[src/rtl/charge_path_sequencer_if.sv]
// Handshake bundle between BMS safety logic and the charge path sequencer.
interface charge_path_sequencer_if;
  logic       charge_enable;
  logic       contactor_ack;
  logic       overcurrent;
  logic       fault_clear;
  logic       precharge_en;
  logic       contactor_close;
  logic [7:0] duty;
  logic       charging;
  logic       fault;

  // Supervisory side: issues permission and feedback, observes drives.
  modport master (
    output charge_enable, contactor_ack, overcurrent, fault_clear,
    input  precharge_en, contactor_close, duty, charging, fault
  );

  // Sequencer side.
  modport slave (
    input  charge_enable, contactor_ack, overcurrent, fault_clear,
    output precharge_en, contactor_close, duty, charging, fault
  );
endinterface

[src/rtl/charge_path_sequencer.sv]
// Sequences precharge, contactor close and a duty ramp; supervises ack and overcurrent.
module charge_path_sequencer #(
  parameter int unsigned PRECHARGE_CYCLES = 16,
  parameter int unsigned ACK_TIMEOUT      = 64,
  parameter int unsigned RAMP_STEP        = 16,
  parameter int unsigned RAMP_DIV         = 4,
  parameter int unsigned DUTY_MAX         = 240
) (
  input logic                    clk,
  input logic                    reset_n,
  charge_path_sequencer_if.slave bus
);

  localparam int unsigned DUTY_W  = 8;
  localparam int unsigned SUM_W   = DUTY_W + 1;
  localparam int unsigned CNT_MAX = (PRECHARGE_CYCLES > ACK_TIMEOUT) ? PRECHARGE_CYCLES : ACK_TIMEOUT;
  localparam int unsigned CNT_W   = $clog2(CNT_MAX + 1);
  localparam int unsigned DIV_W   = $clog2(RAMP_DIV + 1);

  typedef enum logic [2:0] {
    IDLE      = 3'd0,
    PRECHARGE = 3'd1,
    CLOSE     = 3'd2,
    RAMP_UP   = 3'd3,
    CHARGE    = 3'd4,
    RAMP_DN   = 3'd5,
    OPEN      = 3'd6,
    FAULT     = 3'd7
  } state_t;

  state_t              state, state_n;
  logic [CNT_W-1:0]    cnt, cnt_n;
  logic [DIV_W-1:0]    div, div_n;
  logic [DUTY_W-1:0]   duty_q, duty_n;
  logic [SUM_W-1:0]    sum_up;
  logic                tick;
  logic                precharge_q, close_q, charging_q, fault_q;
  logic                precharge_n, close_n, charging_n, fault_n;

  // Next state, counters and duty; outputs decoded from the next state so they register with it.
  always_comb begin
    state_n     = state;
    cnt_n       = '0;
    div_n       = '0;
    duty_n      = duty_q;
    precharge_n = 1'b0;
    close_n     = 1'b0;
    charging_n  = 1'b0;
    fault_n     = 1'b0;
    tick        = (div == DIV_W'(RAMP_DIV - 1));
    sum_up      = {1'b0, duty_q} + SUM_W'(RAMP_STEP);

    unique case (state)
      IDLE: begin
        if (bus.charge_enable) state_n = PRECHARGE;
      end
      PRECHARGE: begin
        cnt_n = cnt + CNT_W'(1);
        if (!bus.charge_enable)                          state_n = OPEN;
        else if (cnt == CNT_W'(PRECHARGE_CYCLES - 1))    state_n = CLOSE;
      end
      CLOSE: begin
        cnt_n = cnt + CNT_W'(1);
        if (cnt == CNT_W'(ACK_TIMEOUT - 1))  state_n = FAULT;
        else if (!bus.charge_enable)         state_n = OPEN;
        else if (bus.contactor_ack)          state_n = RAMP_UP;
      end
      RAMP_UP: begin
        if (!bus.charge_enable) begin
          state_n = RAMP_DN;
        end else if (tick) begin
          duty_n = (sum_up >= SUM_W'(DUTY_MAX)) ? DUTY_W'(DUTY_MAX) : sum_up[DUTY_W-1:0];
          if (duty_n == DUTY_W'(DUTY_MAX)) state_n = CHARGE;
        end else begin
          div_n = div + DIV_W'(1);
        end
      end
      CHARGE: begin
        if (!bus.contactor_ack)      state_n = FAULT;
        else if (!bus.charge_enable) state_n = RAMP_DN;
      end
      RAMP_DN: begin
        // Once started the ramp-down always completes; re-entry is only via IDLE.
        if (tick) begin
          duty_n = (duty_q > DUTY_W'(RAMP_STEP)) ? duty_q - DUTY_W'(RAMP_STEP) : '0;
          if (duty_n == '0) state_n = OPEN;
        end else begin
          div_n = div + DIV_W'(1);
        end
      end
      OPEN: begin
        cnt_n = cnt + CNT_W'(1);
        if (!bus.contactor_ack)                    state_n = IDLE;
        else if (cnt == CNT_W'(ACK_TIMEOUT - 1))   state_n = FAULT;
      end
      FAULT: begin
        if (bus.fault_clear && !bus.charge_enable && !bus.contactor_ack) state_n = IDLE;
      end
      default: state_n = IDLE;
    endcase

    if (bus.overcurrent && (state != IDLE) && (state != FAULT)) state_n = FAULT;

    if (state_n != state) begin
      cnt_n = '0;
      div_n = '0;
    end

    unique case (state_n)
      PRECHARGE: precharge_n = 1'b1;
      CLOSE: begin
        precharge_n = 1'b1;
        close_n     = 1'b1;
      end
      RAMP_UP, RAMP_DN: close_n = 1'b1;
      CHARGE: begin
        close_n    = 1'b1;
        charging_n = 1'b1;
        duty_n     = DUTY_W'(DUTY_MAX);
      end
      FAULT: fault_n = 1'b1;
      default: ;
    endcase

    if ((state_n != RAMP_UP) && (state_n != RAMP_DN) && (state_n != CHARGE)) duty_n = '0;
  end

  // State, counters and registered outputs.
  always_ff @(posedge clk or negedge reset_n) begin
    if (!reset_n) begin
      state       <= IDLE;
      cnt         <= '0;
      div         <= '0;
      duty_q      <= '0;
      precharge_q <= 1'b0;
      close_q     <= 1'b0;
      charging_q  <= 1'b0;
      fault_q     <= 1'b0;
    end else begin
      state       <= state_n;
      cnt         <= cnt_n;
      div         <= div_n;
      duty_q      <= duty_n;
      precharge_q <= precharge_n;
      close_q     <= close_n;
      charging_q  <= charging_n;
      fault_q     <= fault_n;
    end
  end

  assign bus.precharge_en    = precharge_q;
  assign bus.contactor_close = close_q;
  assign bus.duty            = duty_q;
  assign bus.charging        = charging_q;
  assign bus.fault           = fault_q;

endmodule
[src/flat_wrapper.sv]
// flat-port wrapper written by rule: the top's interface ports become plain ports
module charge_path_sequencer_flat 
#(
  parameter int unsigned PRECHARGE_CYCLES = 16,
  parameter int unsigned ACK_TIMEOUT      = 64,
  parameter int unsigned RAMP_STEP        = 16,
  parameter int unsigned RAMP_DIV         = 4,
  parameter int unsigned DUTY_MAX         = 240
)
  (clk, reset_n, bus_charge_enable, bus_contactor_ack, bus_overcurrent, bus_fault_clear, bus_precharge_en, bus_contactor_close, bus_duty, bus_charging, bus_fault);
  charge_path_sequencer_if bus_i ();
  input logic clk;
  input logic reset_n;
  input wire logic [$bits(bus_i.charge_enable)-1:0] bus_charge_enable;
  input wire logic [$bits(bus_i.contactor_ack)-1:0] bus_contactor_ack;
  input wire logic [$bits(bus_i.overcurrent)-1:0] bus_overcurrent;
  input wire logic [$bits(bus_i.fault_clear)-1:0] bus_fault_clear;
  output wire logic [$bits(bus_i.precharge_en)-1:0] bus_precharge_en;
  output wire logic [$bits(bus_i.contactor_close)-1:0] bus_contactor_close;
  output wire logic [$bits(bus_i.duty)-1:0] bus_duty;
  output wire logic [$bits(bus_i.charging)-1:0] bus_charging;
  output wire logic [$bits(bus_i.fault)-1:0] bus_fault;
  assign bus_i.charge_enable = bus_charge_enable;
  assign bus_i.contactor_ack = bus_contactor_ack;
  assign bus_i.overcurrent = bus_overcurrent;
  assign bus_i.fault_clear = bus_fault_clear;
  assign bus_precharge_en = bus_i.precharge_en;
  assign bus_contactor_close = bus_i.contactor_close;
  assign bus_duty = bus_i.duty;
  assign bus_charging = bus_i.charging;
  assign bus_fault = bus_i.fault;
  charge_path_sequencer #(.PRECHARGE_CYCLES(PRECHARGE_CYCLES), .ACK_TIMEOUT(ACK_TIMEOUT), .RAMP_STEP(RAMP_STEP), .RAMP_DIV(RAMP_DIV), .DUTY_MAX(DUTY_MAX)) u_core (.clk(clk), .reset_n(reset_n), .bus(bus_i));
endmodule
[config.mk]
export PLATFORM = sky130hd
export DESIGN_NAME = charge_path_sequencer_flat
export DESIGN_NICKNAME = d
export VERILOG_FILES = /design/src/rtl/charge_path_sequencer_if.sv /design/src/rtl/charge_path_sequencer.sv /design/src/flat_wrapper.sv
export SDC_FILE = /design/constraint.sdc
export NUM_CORES = 1
export LEC_CHECK = 0
export CAP_MARGIN = 20
export CORE_MARGIN = 1.5
export CORE_UTILIZATION = 56
export CTS_CLUSTER_DIAMETER = 150
export DETAILED_ROUTE_END_ITERATION = 16
export PLACE_DENSITY_LB_ADDON = 0.08
export SYNTH_ARGS = -nofsm -noshare
export SYNTH_HDL_FRONTEND = slang
export SYNTH_SLANG_ARGS = --single-unit
[constraint.sdc]
create_clock -name clk -period 3.8 [get_ports clk]
set_clock_uncertainty 0.2 [all_clocks]
set_input_delay 0.76 -clock clk [delete_from_list [all_inputs] [get_ports clk]]
set_output_delay 0.76 -clock clk [all_outputs]
set_load 0.01 [all_outputs]
## Word-level counts from Yosys, hierarchy flattened

Cells that the tools add are included.

| word-level totals | value |
|---|---|
| word-level logic and storage cells | 91 |
| register bits after elaboration | 25 |
| output and inout port bits | 12 |
| input port bits | 6 |

| cells by class | value |
|---|---|
| reduce and logical (&&, ||, !) cells | 16 |
| add/sub/neg operators | 4 |
| equality and inequality tests | 25 |
| $lt $le $gt $ge | 2 |
| mux-type cells | 36 |

Operators by type and width:

| kind | number |
|---|---|
| $mux 3 | 20 |
| $mux 8 | 7 |
| $pmux 3 s8 | 1 |
| $eq 3x3->1 const B | 7 |
| $pmux 8 s2 | 1 |
| $eq 3x2->1 const B | 5 |
| $mux 7 | 2 |
| $add 8x5->9 const B | 1 |
| $ge 9x8->1 const B | 1 |
| $ne 3x3->1 const B | 3 |
| $eq 8x8->1 const B | 1 |
| $gt 8x5->1 const B | 1 |
| $logic_not 8->1 | 1 |
| $ne 4x1->1 const B | 2 |
| $sub 8x5->8 const B | 1 |
| $add 7x1->7 const B | 1 |
| $eq 7x4->1 const B | 1 |
| $eq 7x6->1 const B | 1 |
| $eq 3x1->1 const B | 2 |
| $logic_and 1x1->1 | 6 |
| $pmux 3 s2 | 1 |
| $mux 1 | 4 |
| $ne 4x2->1 const B | 1 |
| $reduce_and 4->1 | 1 |
| 10 further kinds | 11 |

## Depth between registers and ports, before layout

Gate-level depths: netlist of run 1.

| logic depth | value |
|---|---|
| word-level depth | 14 |
| mapped depth | 9 |
| gate-level depth less buffers | 9 |

## Worst setup path after synthesis of run 1

Ideal clock, no wire load.

| path | value |
|---|---|
| path type | register -> register |
| start point | register u_core.duty_q[4] (netlist: u_core.bus.duty[4]) |
| end point | register u_core.div[1] |
| clock period less this slack | 2.771 ns |
| stages on the path, launching flop included | 9 |
| library setup time | 0.105 ns |
| path buffers | 0 |
| setup slack | 1.029 ns |
| data arrival time | 2.466 ns |
| required time | 3.495 ns |
| path through | dfrtp_1 inv_1 ha_1 a22o_1 a22o_1 a311o_1 or3_4 mux2i_4 nor4b_1 |

| between the ends | value |
|---|---|
| word-level cells in the longest chain between the ends | 11 |
| elaborated cells on any way between the ends | 17 |
| classes of those cells | 2 x add/sub; 2 x order compare; 2 x eq/ne; 10 x mux; 1 x reduce/logical |

Ends and longest elaborated chain:

| what | RTL line | RTL |
|---|---|---|
| start: declaration | charge_path_sequencer.sv:34 | `logic [DUTY_W-1:0] duty_q, duty_n;` |
| start signal: assignment | charge_path_sequencer.sv:143 | `duty_q <= duty_n;` |
| $add 8x5->9 | charge_path_sequencer.sv:51 | `sum_up = {1'b0, duty_q} + SUM_W'(RAMP_STEP);` |
| $ge 9x8->1 | charge_path_sequencer.sv:72 | `duty_n = (sum_up >= SUM_W'(DUTY_MAX)) ? DUTY_W'(DUTY_MAX) : sum_up[DUTY_W-1:0];` |
| $mux 8 | charge_path_sequencer.sv:72 |  |
| $eq 8x8->1 | charge_path_sequencer.sv:73 | `if (duty_n == DUTY_W'(DUTY_MAX)) state_n = CHARGE;` |
| $mux 3 | charge_path_sequencer.sv:73 |  |
| $mux 3 | charge_path_sequencer.sv:71 | `end else if (tick) begin` |
| $mux 3 | charge_path_sequencer.sv:69 | `if (!bus.charge_enable) begin` |
| $pmux 3 s8 (*) | charge_path_sequencer.sv:53 | `unique case (state)` |
| $mux 3 (*) | charge_path_sequencer.sv:102 | `if (bus.overcurrent && (state != IDLE) && (state != FAULT)) state_n = FAULT;` |
| via u_core.state_n[1] | charge_path_sequencer.sv:31 | `state_t state, state_n;` |
| $ne 3x3->1 (*) | charge_path_sequencer.sv:104 | `if (state_n != state) begin` |
| $mux 3 (*) | charge_path_sequencer.sv:104 |  |
| via u_core.div_n[1] | charge_path_sequencer.sv:33 | `logic [DIV_W-1:0] div, div_n;` |
| end signal: assignment | charge_path_sequencer.sv:142 | `div <= div_n;` |
| end: declaration | charge_path_sequencer.sv:33 |  |

Mark *: on every way through the listed nets, which the timed path passes. The rest lies on a longest branch.
A chain may end at the register's enable or synchronous reset.

## Worst setup path after layout of run 1

| path | value |
|---|---|
| start point | input bus_charge_enable |
| end point | register u_core.div[1] |

| between the ends | value |
|---|---|
| word-level cells in the longest chain between the ends | 8 |
| elaborated cells on any way between the ends | 17 |
| classes of those cells | 1 x eq/ne; 13 x mux; 3 x reduce/logical |

Ends and longest elaborated chain:

| what | RTL line | RTL |
|---|---|---|
| start: declaration | flat_wrapper.sv:14 | `input wire logic [$bits(bus_i.charge_enable)-1:0] bus_charge_enable;` |
| $logic_not 1->1 | n/a |  |
| $logic_and 1x1->1 (2 in series) | charge_path_sequencer.sv:97 | `if (bus.fault_clear && !bus.charge_enable && !bus.contactor_ack) state_n = IDLE;` |
| $mux 3 | charge_path_sequencer.sv:97 |  |
| $pmux 3 s8 (*) | charge_path_sequencer.sv:53 |  |
| $mux 3 (*) | charge_path_sequencer.sv:102 |  |
| via u_core.state_n[1] | charge_path_sequencer.sv:31 |  |
| $ne 3x3->1 (*) | charge_path_sequencer.sv:104 |  |
| $mux 3 (*) | charge_path_sequencer.sv:104 |  |
| via u_core.div_n[1] | charge_path_sequencer.sv:33 |  |

Marks and branches as above.

==> results of run 1 <==
==> routing by layer <==
layer / track usage / part of all wire / vias up
li1: - / - / 699
met1: 0.367 / 0.47 / 695
met2: 0.349 / 0.47 / 43
met3: 0.0363 / 0.051 / 5
met4: 0.0997 / 0.010 / 0
met5: 0 / 0 / -
==> logic make-up (layout without fill, tap and decap cells) <==
family | count (synthesis) | after routing | share of synthesized area
and+or+nand+nor | 73 | 73 | 0.254
buffers and inverters | 16 | 32 | 0.0453
xor gates and xnor gates | 8 | 8 | 0.0423
muxes | 2 | 2 | 0.0196
DFF | 25 | 25 | 0.378
AOI/OAI and AO/OA | 51 | 51 | 0.216
adders and majority gates | 6 | 6 | 0.0453
==> path summary, 6_finish.rpt <==
kind / to / depth (start not counted) / slack (ns)
max: u_core.div[1] / 8 / 0.69
min: u_core.cnt[0] / 1 / 0.28
max reg2reg: u_core.div[1] / 9 / 0.73
min reg2reg: u_core.cnt[0] / 1 / 0.28
max in group asynchronous: u_core.cnt[6] / 2 / 2.41
min in group asynchronous: u_core.cnt[2] / 1 / 0.54
==> per-stage QoR <==
step                std cells  total power [uW]  instance area (sq um)  hold WS, ns
CTS                       227              1170                   1860        0.279
floorplan                 181               879                   1660        0.235
detailed placement        223              1050                   1830        0.262
global placement          223              1030                   1830        0.251
global route              228              1270                   1880        0.296
finish                    228              1170                   1880        0.280
==> worst max-delay path: stages <==
cell	delay (ns)
clkdlybuf4s50_1	0.52
nand2b_1	0.26
a21oi_1	0.16
o22ai_1	0.10
a311o_1	0.41
or3_4	0.38
mux2i_4	0.23
nor4b_1	0.31
==> cell usage after synthesis, drive strengths merged, types with 2 or more instances <==
cell,n
nand3,7
xor2,3
a21boi,2
and2b,2
nand2b,4
clkbuf,2
inv,9
dfrtp,25
or3,7
o21ai,10
ha,6
nor3b,3
nor2,11
buf,5
a22oi,2
a22o,2
nand2,12
or2,2
nor4,4
mux2i,2
o22ai,2
nor2b,3
a21oi,15
a31oi,6
xnor2,5
and3,7
nor3,8
==> layout make-up <==
type,instances,share of cell area
clock buffer,3,0.0120
clock inverter,1,0.00267
inverter,9,0.0193
multi-input combinational,140,0.509
sequential,25,0.333
tap,31,0.0207
timing repair buffer,19,0.103
==> power breakdown <==
| group | total, uW | internal [uW] | switching, uW |
|---|---|---|---|
| registers | 402 | 316 | 86.4 |
| logic | 652 | 287 | 365 |
| clock network | 113 | 39.3 | 74.2 |
==> sequential cells by signal (all words and copies together), names as in the netlist <==
name / count
u_core.bus.charging: 1
u_core.bus.contactor_close: 1
u_core.bus.duty: 8
u_core.bus.fault: 1
u_core.bus.precharge_en: 1
u_core.cnt: 7
u_core.div: 3
u_core.state: 3
==> impl_results.md, run 1 <==
* Syn_area_per_cell at 9.15 sq um
* Library cells used by synthesis at 52
* Multi-input logic area at approximately 960 sq um
* Clock Latency Late Sink at 0.31 ns
* Iteration-0 DRC Markers at between 80 and 90
* Final HPWL DP at 2680 um
* Post-Syn Area at 1660 sq um
* RSZ-0062 raised after global routing: false
* Routability cong. at approximately 0.91
* Critical path origin: bus_charge_enable
* Clock transition at the registers of the reported paths at 0.12 ns
* Post-CTS sizing at 0
* I/O Pins at 18
* Sequential element share of the synthesized area at 0.378
* Leakage Power at about 0.00080 uW
* Port Buffers at 17
* Number of global-route vias before repair at about 1,400
* TritonRoute pass-1 iters at 4
* EDFF count, synth at 0
* PwrDens at approximately 620 nW/um^2
* Core Util, Final at 0.675
* Vias per inst at between 6 and 7
* Core area at 2780 sq um
* Yosys top cell by area: dfrtp_1
* DR WL/cell at between 15 and 20 um
* # fillers at about 230
* Slew margin rel. at 0.645
* Cell count after synthesis at approximately 180
* H-Tree Depth at 1
* Initial Util at 0.596
* Ys flop type: dfrtp_1
* Final ANT Viol Nets at 0
* Critical path class: in -> reg
* Final setup viols at 0
* Tightest Pin Transition at between 0.5 and 0.6 ns
* Initial antenna violation count at 0
* CTS Sinks at 25
* Residual DRC at 0
* DP Worst Slack at roughly 0.37 ns
* # rows at 19
* Top-area cell type share of the netlist area at 0.378
* Final hold vios at 0
* DRT Wirelength at 3590 um
* Total number of vias at ~1,400
* Global-route wire length before repair at 6400 um
* N_diodes at 0
* Mapped Nets at just under 200
* Commonest non-fill, non-tap cells in the layout: dfrtp_1, clkdlybuf4s50_1, a21oi_1, nand2_1, nor2_1
* Ranking of synthesized cells by area: dfrtp_1, ha_1, a21oi_1
* Worst Path Arrival at about 3.1 ns
* Status: finished clean
* Crit share post-route at 0.818
* Ys async rst share at 1.00
* Layout cells sized above 1 at 0.102
* R2r startpoint: u_core.bus.duty[4]
* Worst Hold Launch: u_core.cnt[0]
* #FFs+latches synth at 25
* CP Max Fanout at 7
* Cts hold-fix bufs at 0
* Final nets at 210
* Worst hold path class: reg -> reg
* GR Util All Layers at 0.243
* Clk Tree Root Cell: clkbuf_4
* Syn-to-layout area delta at 13.3%
* Final worst slack at 0.691 ns
* Critical path startpoint category: primary input
* Setup bufs post-CTS at 0
* FF+latch area at about 630 sq um
* Full die area at around 3300 sq um
* Critical Path RT at about 3.8 ns
* Setup TNS at 0 ns
* CTS Buf Count at 3
* Largest net degree at the start of global routing at 26
* Grt total ovfl at 0
* Peak supply drop at around 0.48 mV
* Bufs on Longest Clock Path at 2
* Worst Setup End Kind: flip-flop
* Die W at about 57 um
* Die Y at around 57 um
* Clock tree from TritonCTS: yes
* Max Fclk at around 320 MHz
* Commonest non-fill, non-tap cell in the layout: dfrtp_1
* Maxcap violations at 0
* Minimum clock period at just over 3 ns
* Slew Viols, Final at 0
* Synth warn at 0
Note: power is estimated with default switching activity, not from simulation.
==> inputs of run 2 (changes only) <==
--- a/config.mk
+++ b/config.mk
@@ -7,7 +7,7 @@
 export LEC_CHECK = 0
 export CAP_MARGIN = 20
 export CORE_MARGIN = 1.5
-export CORE_UTILIZATION = 56
+export CORE_UTILIZATION = 50
 export CTS_CLUSTER_DIAMETER = 150
 export DETAILED_ROUTE_END_ITERATION = 16
 export PLACE_DENSITY_LB_ADDON = 0.08
==> constraint.sdc (replaced) <==
create_clock -name clk -period 2.5 [get_ports clk]
set_clock_uncertainty 0.2 [all_clocks]
set_input_delay 0.5 -clock clk [delete_from_list [all_inputs] [get_ports clk]]
set_output_delay 0.5 -clock clk [all_outputs]
set_load 0.01 [all_outputs]
==> run 2 against run 1 <==
Setup slack got worse by 0.83 ns. The flow now finishes with violations (negative setup slack). Highest routed layer unchanged. Critical path type is now reg -> reg. Wire length increased by 37%. Utilization increased by 11 points. Clock-buffer cell count increased by 1.
==> impl_results.md, run 2 (same netlist as run 1, synthesis figures left out) <==
* Core Util, Final at 0.783 (+0.108)
* CTS Sinks at 25 (unchanged)
* Commonest non-fill, non-tap cells in the layout: buf_4, dfrtp_1, clkdlybuf4s50_1, nand2_1, a21oi_1
* Layout cells sized above 1 at 0.390 (+0.289)
* Status: finished, violations left
* # rows at 20 (+1)
* Largest net degree at the start of global routing at 26 (unchanged)
* Routability cong. at 0.946 (+3.6%)
* Inst Count DP at 273 (+22%)
* Final setup viols at 18 (+18)
* DR WL/cell at 17.3 um (+9.8%)
* Number of global-route vias before repair at 1,533 (+12%)
* Worst Setup End Kind: flip-flop
* Number of flip-flops under the largest register name at 8 (unchanged)
* Final worst slack at -0.140 ns (-0.831 ns)
* R2R cell count at 10 (+1)
* GR Util All Layers at 0.257 (+0.0143)
* Final ANT Viol Nets at 0 (unchanged)
* Sequential share of power at 0.245 (-0.099)
* Port Buffers at 17 (unchanged)
* Initial Util at 0.534 (-0.0617)
* Leakage Power at 0.00107 uW (+34%)
* TritonRoute pass-1 iters at 4 (unchanged)
* CP Max Fanout at 7 (unchanged)
* Grt total ovfl at 0 (unchanged)
* Full die area at 3670 sq um (+11%)
* Maxcap violations at 0 (unchanged)
* Critical Path RT at 2.52 ns (-1.30 ns)
* Comb power frac at 0.684 (+0.126)
* Slew Viols, Final at 0 (unchanged)
* Post-Layout Cell Count at 285 (+25%)
* Clock power share at 0.071 (-0.026)
* Critical path class: reg -> reg
* Iteration-0 DRC Markers at 167 (+100%)
* Peak supply drop at 0.722 mV (+52%)
* Clock tree from TritonCTS: yes
* Bufs on Longest Clock Path at 2 (unchanged)
* Failing checks: negative setup slack
* Residual DRC at 0 (unchanged)
* Final nets at 254 (+21%)
* H-Tree Depth at 1 (unchanged)
* Internal at 1330 uW (+110%)
* Design area at 2430 sq um (+29%)
* Die W at 60.6 um (+5.5%)
* I/O Pins at 18 (unchanged)
* RSZ-0062 raised after global routing: true
* Final total power at 2360 uW (+100%)
* Placed cell areas at 2150 sq um (+17%)
* Max Fclk at 379 MHz
* Final HPWL DP at 3240 um (+21%)
* N_diodes at 0 (unchanged)
* Die Y at 60.6 um (+5.5%)
* Commonest non-fill, non-tap cell in the layout: buf_4
* Tightest Pin Transition at 0.426 ns (-0.106 ns)
* Clk Tree Root Cell: clkbuf_4
* Worst hold path class: in -> async
* Minimum clock period at 2.64 ns
* Sw Share at 0.435 (-0.0149)
* Core area at 3100 sq um (+12%)
* DRT Wirelength at 4920 um (+37%)
* Syn-to-layout area delta at 46.7%
* Cts hold-fix bufs at 0 (unchanged)
* Slew margin rel. at 0.714 (+0.0686)
* Crit share post-route at 1.06
* Clock transition at the registers of the reported paths at 0.12 ns (about the same)
* PwrDens at 972 nW/um^2 (+56%)
* Critical path startpoint category: flip-flop
* Sw power at 1030 uW (+96%)
* Worst Path Arrival at 2.66 ns (-0.47 ns)
* Global-route wire length before repair at 7150 um (+12%)
* Total number of vias at 1,654 (+15%)
* Vias per inst at 5.80 (-8.2%)
* Final hold vios at 0 (unchanged)
* CTS Buf Count at 3 (unchanged)
* Clock Latency Late Sink at 0.31 ns (about the same)
* Initial antenna violation count at 0 (unchanged)
## run 2: area by class of cell
cell class | instances | area [sq um]
timing repair buffer | 63 | 536
fill | 233 | 673
inverter | 9 | 36.3
sequential | 25 | 631
multi-input combinational | 140 | 1150
clock buffer | 4 | 26.3
tap | 44 | 55.1
## run 2: final timing paths
kind                                         start                 end  slack, ns
worst max-delay path            u_core.bus.duty[4]       u_core.div[1]      -0.14
worst min-delay path                       reset_n     u_core.state[0]       0.33
worst max register to register  u_core.bus.duty[4]       u_core.div[1]      -0.14
worst min register to register  u_core.bus.duty[0]  u_core.bus.duty[0]       0.37
max in group asynchronous                  reset_n     u_core.state[1]       1.52
min in group clk                u_core.bus.duty[0]  u_core.bus.duty[0]       0.37
## run 2: worst max-delay path, cell delays in order (launching register included)
cell	delay (ns)
dfrtp_2	0.44
inv_2	0.07
ha_4	0.27
nor2b_4	0.16
nor2_2	0.07
o21ai_1	0.17
buf_4	0.16
a21oi_2	0.09
or3_4	0.42
mux2i_4	0.24
nor4b_2	0.25
## run 2: metal layers
layer | part of all wire | GRT usage | vias to the layer above
met3 | 0.054 | 0.0149 | 5
met2 | 0.51 | 0.422 | 66
met5 | 0 | 0 | -
li1 | - | - | 782
met4 | 0.0098 | 0.0839 | 0
met1 | 0.43 | 0.366 | 801
## run 2: per-stage QoR
stage / setup TNS, ns / hold WS [ns] / worst slack [ns]
finish: -1.34 / 0.327 / -0.140
global route: -3.07 / 0.328 / -0.263
CTS: -0.888 / 0.323 / -0.137
detailed placement: -8.11 / 0.346 / -0.428
global placement: -7.47 / 0.325 / -0.385
floorplan: -0.163 / 0.00441 / -0.0714
## run 2: repair_timing
item,CTS,global route
gates cloned,0,1
resized for setup,21,22
pin swaps,17,11
endpoints found under the setup margin,17,22
buffers inserted,5,2
## run 2: power by group through the flow
stage	Clock (uW)	Combinational [uW]	Sequential (uW)
final	167	1610	580
after global routing	190	1720	585
after CTS	176	1430	569
after detailed placement	0	1300	573
after global placement	0	1260	569
after floorplan	0	801	558
==> inputs of run 3 (changes only) <==
--- a/config.mk
+++ b/config.mk
@@ -11,6 +11,7 @@
 export CTS_CLUSTER_DIAMETER = 150
 export DETAILED_ROUTE_END_ITERATION = 16
 export PLACE_DENSITY_LB_ADDON = 0.08
+export SKIP_CTS_REPAIR_TIMING = 1
 export SYNTH_ARGS = -nofsm -noshare
 export SYNTH_HDL_FRONTEND = slang
 export SYNTH_SLANG_ARGS = --single-unit
==> constraint.sdc (replaced) <==
create_clock -name clk -period 2.5 [get_ports clk]
set_clock_uncertainty 0.2 [all_clocks]
set_input_delay 0.5 -clock clk [delete_from_list [all_inputs] [get_ports clk]]
set_output_delay 0.5 -clock clk [all_outputs]
set_load 0.02 [all_outputs]
==> run 3 against run 2 <==
The run still ends with negative setup slack left. Critical path depth increased by 1. Sequential cell count is the same. Final cell count fell by 1.4%. Largest cell class unchanged. Largest power group unchanged.
==> impl_results.md, run 3 (same netlist as run 1, synthesis figures left out) <==
* Min Hold Slack at 0.325 ns (-0.00146 ns)
* Slew margin rel. at 0.711 (-0.00292)
* Clock power share at 0.074 (+0.003)
* Commonest non-fill, non-tap cells in the layout: buf_4, dfrtp_1, clkdlybuf4s50_1, nand2_1, a21oi_1
* Vias per inst at 5.67 (-2.4%)
* Clk Tree Root Cell: clkbuf_4
* Die W at 60.6 um (unchanged)
* Failing checks: negative setup slack
* Bufs on Longest Clock Path at 2 (unchanged)
* Clock tree from TritonCTS: yes
* Final hold vios at 0 (unchanged)
* Worst Path Arrival at 2.64 ns (-0.02 ns)
* Crit-path cells: inv_2 -> ha_4 -> nor2b_4 -> o21ai_1 -> o21ai_1 -> buf_4 -> a21oi_4 -> or3_4 -> mux2i_4 -> buf_4 -> nor3_2
* Buf/Inv on CP at 3 (+1)
* Top delay family on crit path: simple AND/OR/NAND/NOR gates
* Maxcap violations at 0 (unchanged)
* Clock Latency Late Sink at 0.31 ns (about the same)
* Worst Setup End Kind: flip-flop
* Largest net degree at the start of global routing at 26 (unchanged)
* Commonest non-fill, non-tap cell in the layout: buf_4
* Clock transition at the registers of the reported paths at 0.12 ns (about the same)
* Total number of vias at 1,592 (-3.7%)
* Global-route wire length before repair at 6730 um (-5.9%)
* # rows at 20 (unchanged)
* Placed cell areas at 2150 sq um (unchanged)
* Sw power at 982 uW (-4.4%)
* Port Buffers at 17 (unchanged)
* Final nets at 250 (-1.6%)
* H-Tree Depth at 1 (unchanged)
* Sw Share at 0.433 (-0.00156)
* N_diodes at 0 (unchanged)
* Full die area at 3670 sq um (unchanged)
* Worst hold path class: in -> async
* Leakage Power at 0.00101 uW (-5.8%)
* Global routing's busiest layer: met2
* R2R cell count at 11 (+1)
* GR Layer Usage met1 at 0.345 (-0.0214)
* Number of global-route vias before repair at 1,470 (-4.1%)
* DR WL/cell at 15.6 um (-9.6%)
* Post-Layout Cell Count at 281 (-1.4%)
* Number of flip-flops under the largest register name at 8 (unchanged)
* GR Util met3 at 0.0213 (+0.00640)
* Critical path class: reg -> reg
* Met2 GRT Util at 0.392 (-0.0307)
* Syn-to-layout area delta at 41.6%
* Slew Viols, Final at 0 (unchanged)
* CP max stage delay at 0.45 ns (about the same)
* Max Fclk at 379 MHz (about the same)
* Minimum clock period at 2.64 ns (-0.00193 ns)
* Status: finished, violations left
* Inst Count DP at 273 (unchanged)
* Comb power frac at 0.673 (-0.011)
* Worst reg2reg path endpoint: u_core.cnt[4]
* Die Y at 60.6 um (unchanged)
* Design area at 2350 sq um (-3.5%)
* Crit share post-route at 1.06 (about the same)
* Core area at 3100 sq um (unchanged)
* TritonRoute pass-1 iters at 4 (unchanged)
* Final setup viols at 15 (-3)
* RSZ-0062 raised after global routing: true
* Grt total ovfl at 0 (unchanged)
* Final HPWL DP at 3240 um (unchanged)
* Iteration-0 DRC Markers at 134 (-20%)
* Slowest-stage cell, CP: dfrtp_2
* R2R Setup Slk at -0.14 ns (about the same)
* R2r startpoint: u_core.bus.duty[4]
* Initial antenna violation count at 0 (unchanged)
* Routability cong. at 0.946 (unchanged)
* Peak supply drop at 0.805 mV (+11%)
* DRT Wirelength at 4390 um (-11%)
* Final ANT Viol Nets at 0 (unchanged)
* Residual DRC at 0 (unchanged)
* I/O Pins at 18 (unchanged)
* Internal at 1280 uW (-3.8%)
* # fillers at 248 (+6.4%)
* Sequential share of power at 0.253 (+0.008)
* GR Util All Layers at 0.243 (-0.0140)
* CTS Buf Count at 3 (unchanged)
* Tightest Pin Transition at 0.430 ns (+0.00434 ns)
* Critical Path RT at 2.50 ns (-0.02 ns)
* Critical path startpoint category: flip-flop
* Final worst slack at -0.138 ns (+0.00193 ns)
* CP Max Fanout at 7 (unchanged)
* Final total power at 2270 uW (-4.1%)
* Layout cells sized above 1 at 0.346 (-0.0440)
* PwrDens at 966 nW/um^2 (-0.66%)
* CTS Sinks at 25 (unchanged)
* DP Worst Slack at -0.428 ns (unchanged)
* Initial Util at 0.534 (unchanged)
-- run 3: changes by cell type in the layout (fill, tap and decap cells not counted), sizes merged --
cell / change
buf: -4
clkdlybuf4s50: +3
dlymetal6s2s: -3
-- run 3: cell type report --
cell class                      count  area [sq um]  share of cell area
Multi-Input combinational cell    140          1110               0.472
Sequential cell                    25           628               0.268
Timing Repair Buffer               59           493               0.210
Tap cell                           44          55.1              0.0235
Inverter                            9          36.3              0.0155
Clock buffer                        4          26.3              0.0112
-- run 3: routing by layer --
metal,vias up,part of all wire
met4,0,0.011
li1,773,-
met2,51,0.49
met5,-,0
met3,6,0.052
met1,762,0.45
-- run 3: how the worst max path moves through the flow --
stage	depth (start not counted)	slack, ns	startpoint	to
3_3_place_gp	8	-0.39	bus_charge_enable	u_core.div[1]
5_1_grt	10	-0.24	u_core.bus.duty[4]	u_core.div[1]
3_5_place_dp	8	-0.43	bus_charge_enable	u_core.div[1]
6_report	11	-0.14	u_core.bus.duty[4]	u_core.cnt[4]
4_1_cts	8	-0.18	u_core.bus.duty[4]	u_core.cnt[0]
2_1_floorplan	8	-0.10	u_core.bus.duty[4]	u_core.div[1]
-- run 3: metrics by stage --
step / setup TNS, ns / util
floorplan: -0.386 / -
global placement: -7.47 / 0.693
detailed placement: -8.11 / 0.693
CTS: -1.77 / 0.701
global route: -2.99 / 0.756
finish: -1.24 / 0.756
-- run 3: worst reg2reg max path: cells and delay by family, from the launching register on --
kind | cells | cell delay (ns)
AOI/OAI and AO/OA | 3 | 0.32
adders and majority gates | 1 | 0.27
buffers and inverters | 3 | 0.41
DFF | 1 | 0.45
muxes | 1 | 0.31
and+or+nand+nor | 3 | 0.56
-- run 3: power by group through the flow --
stage	sequential, uW	combinational (uW)	clock, uW
after CTS	565	1340	176
after detailed placement	573	1330	0
after global routing	579	1640	191
after global placement	569	1290	0
after floorplan	587	800	0
final	572	1530	168
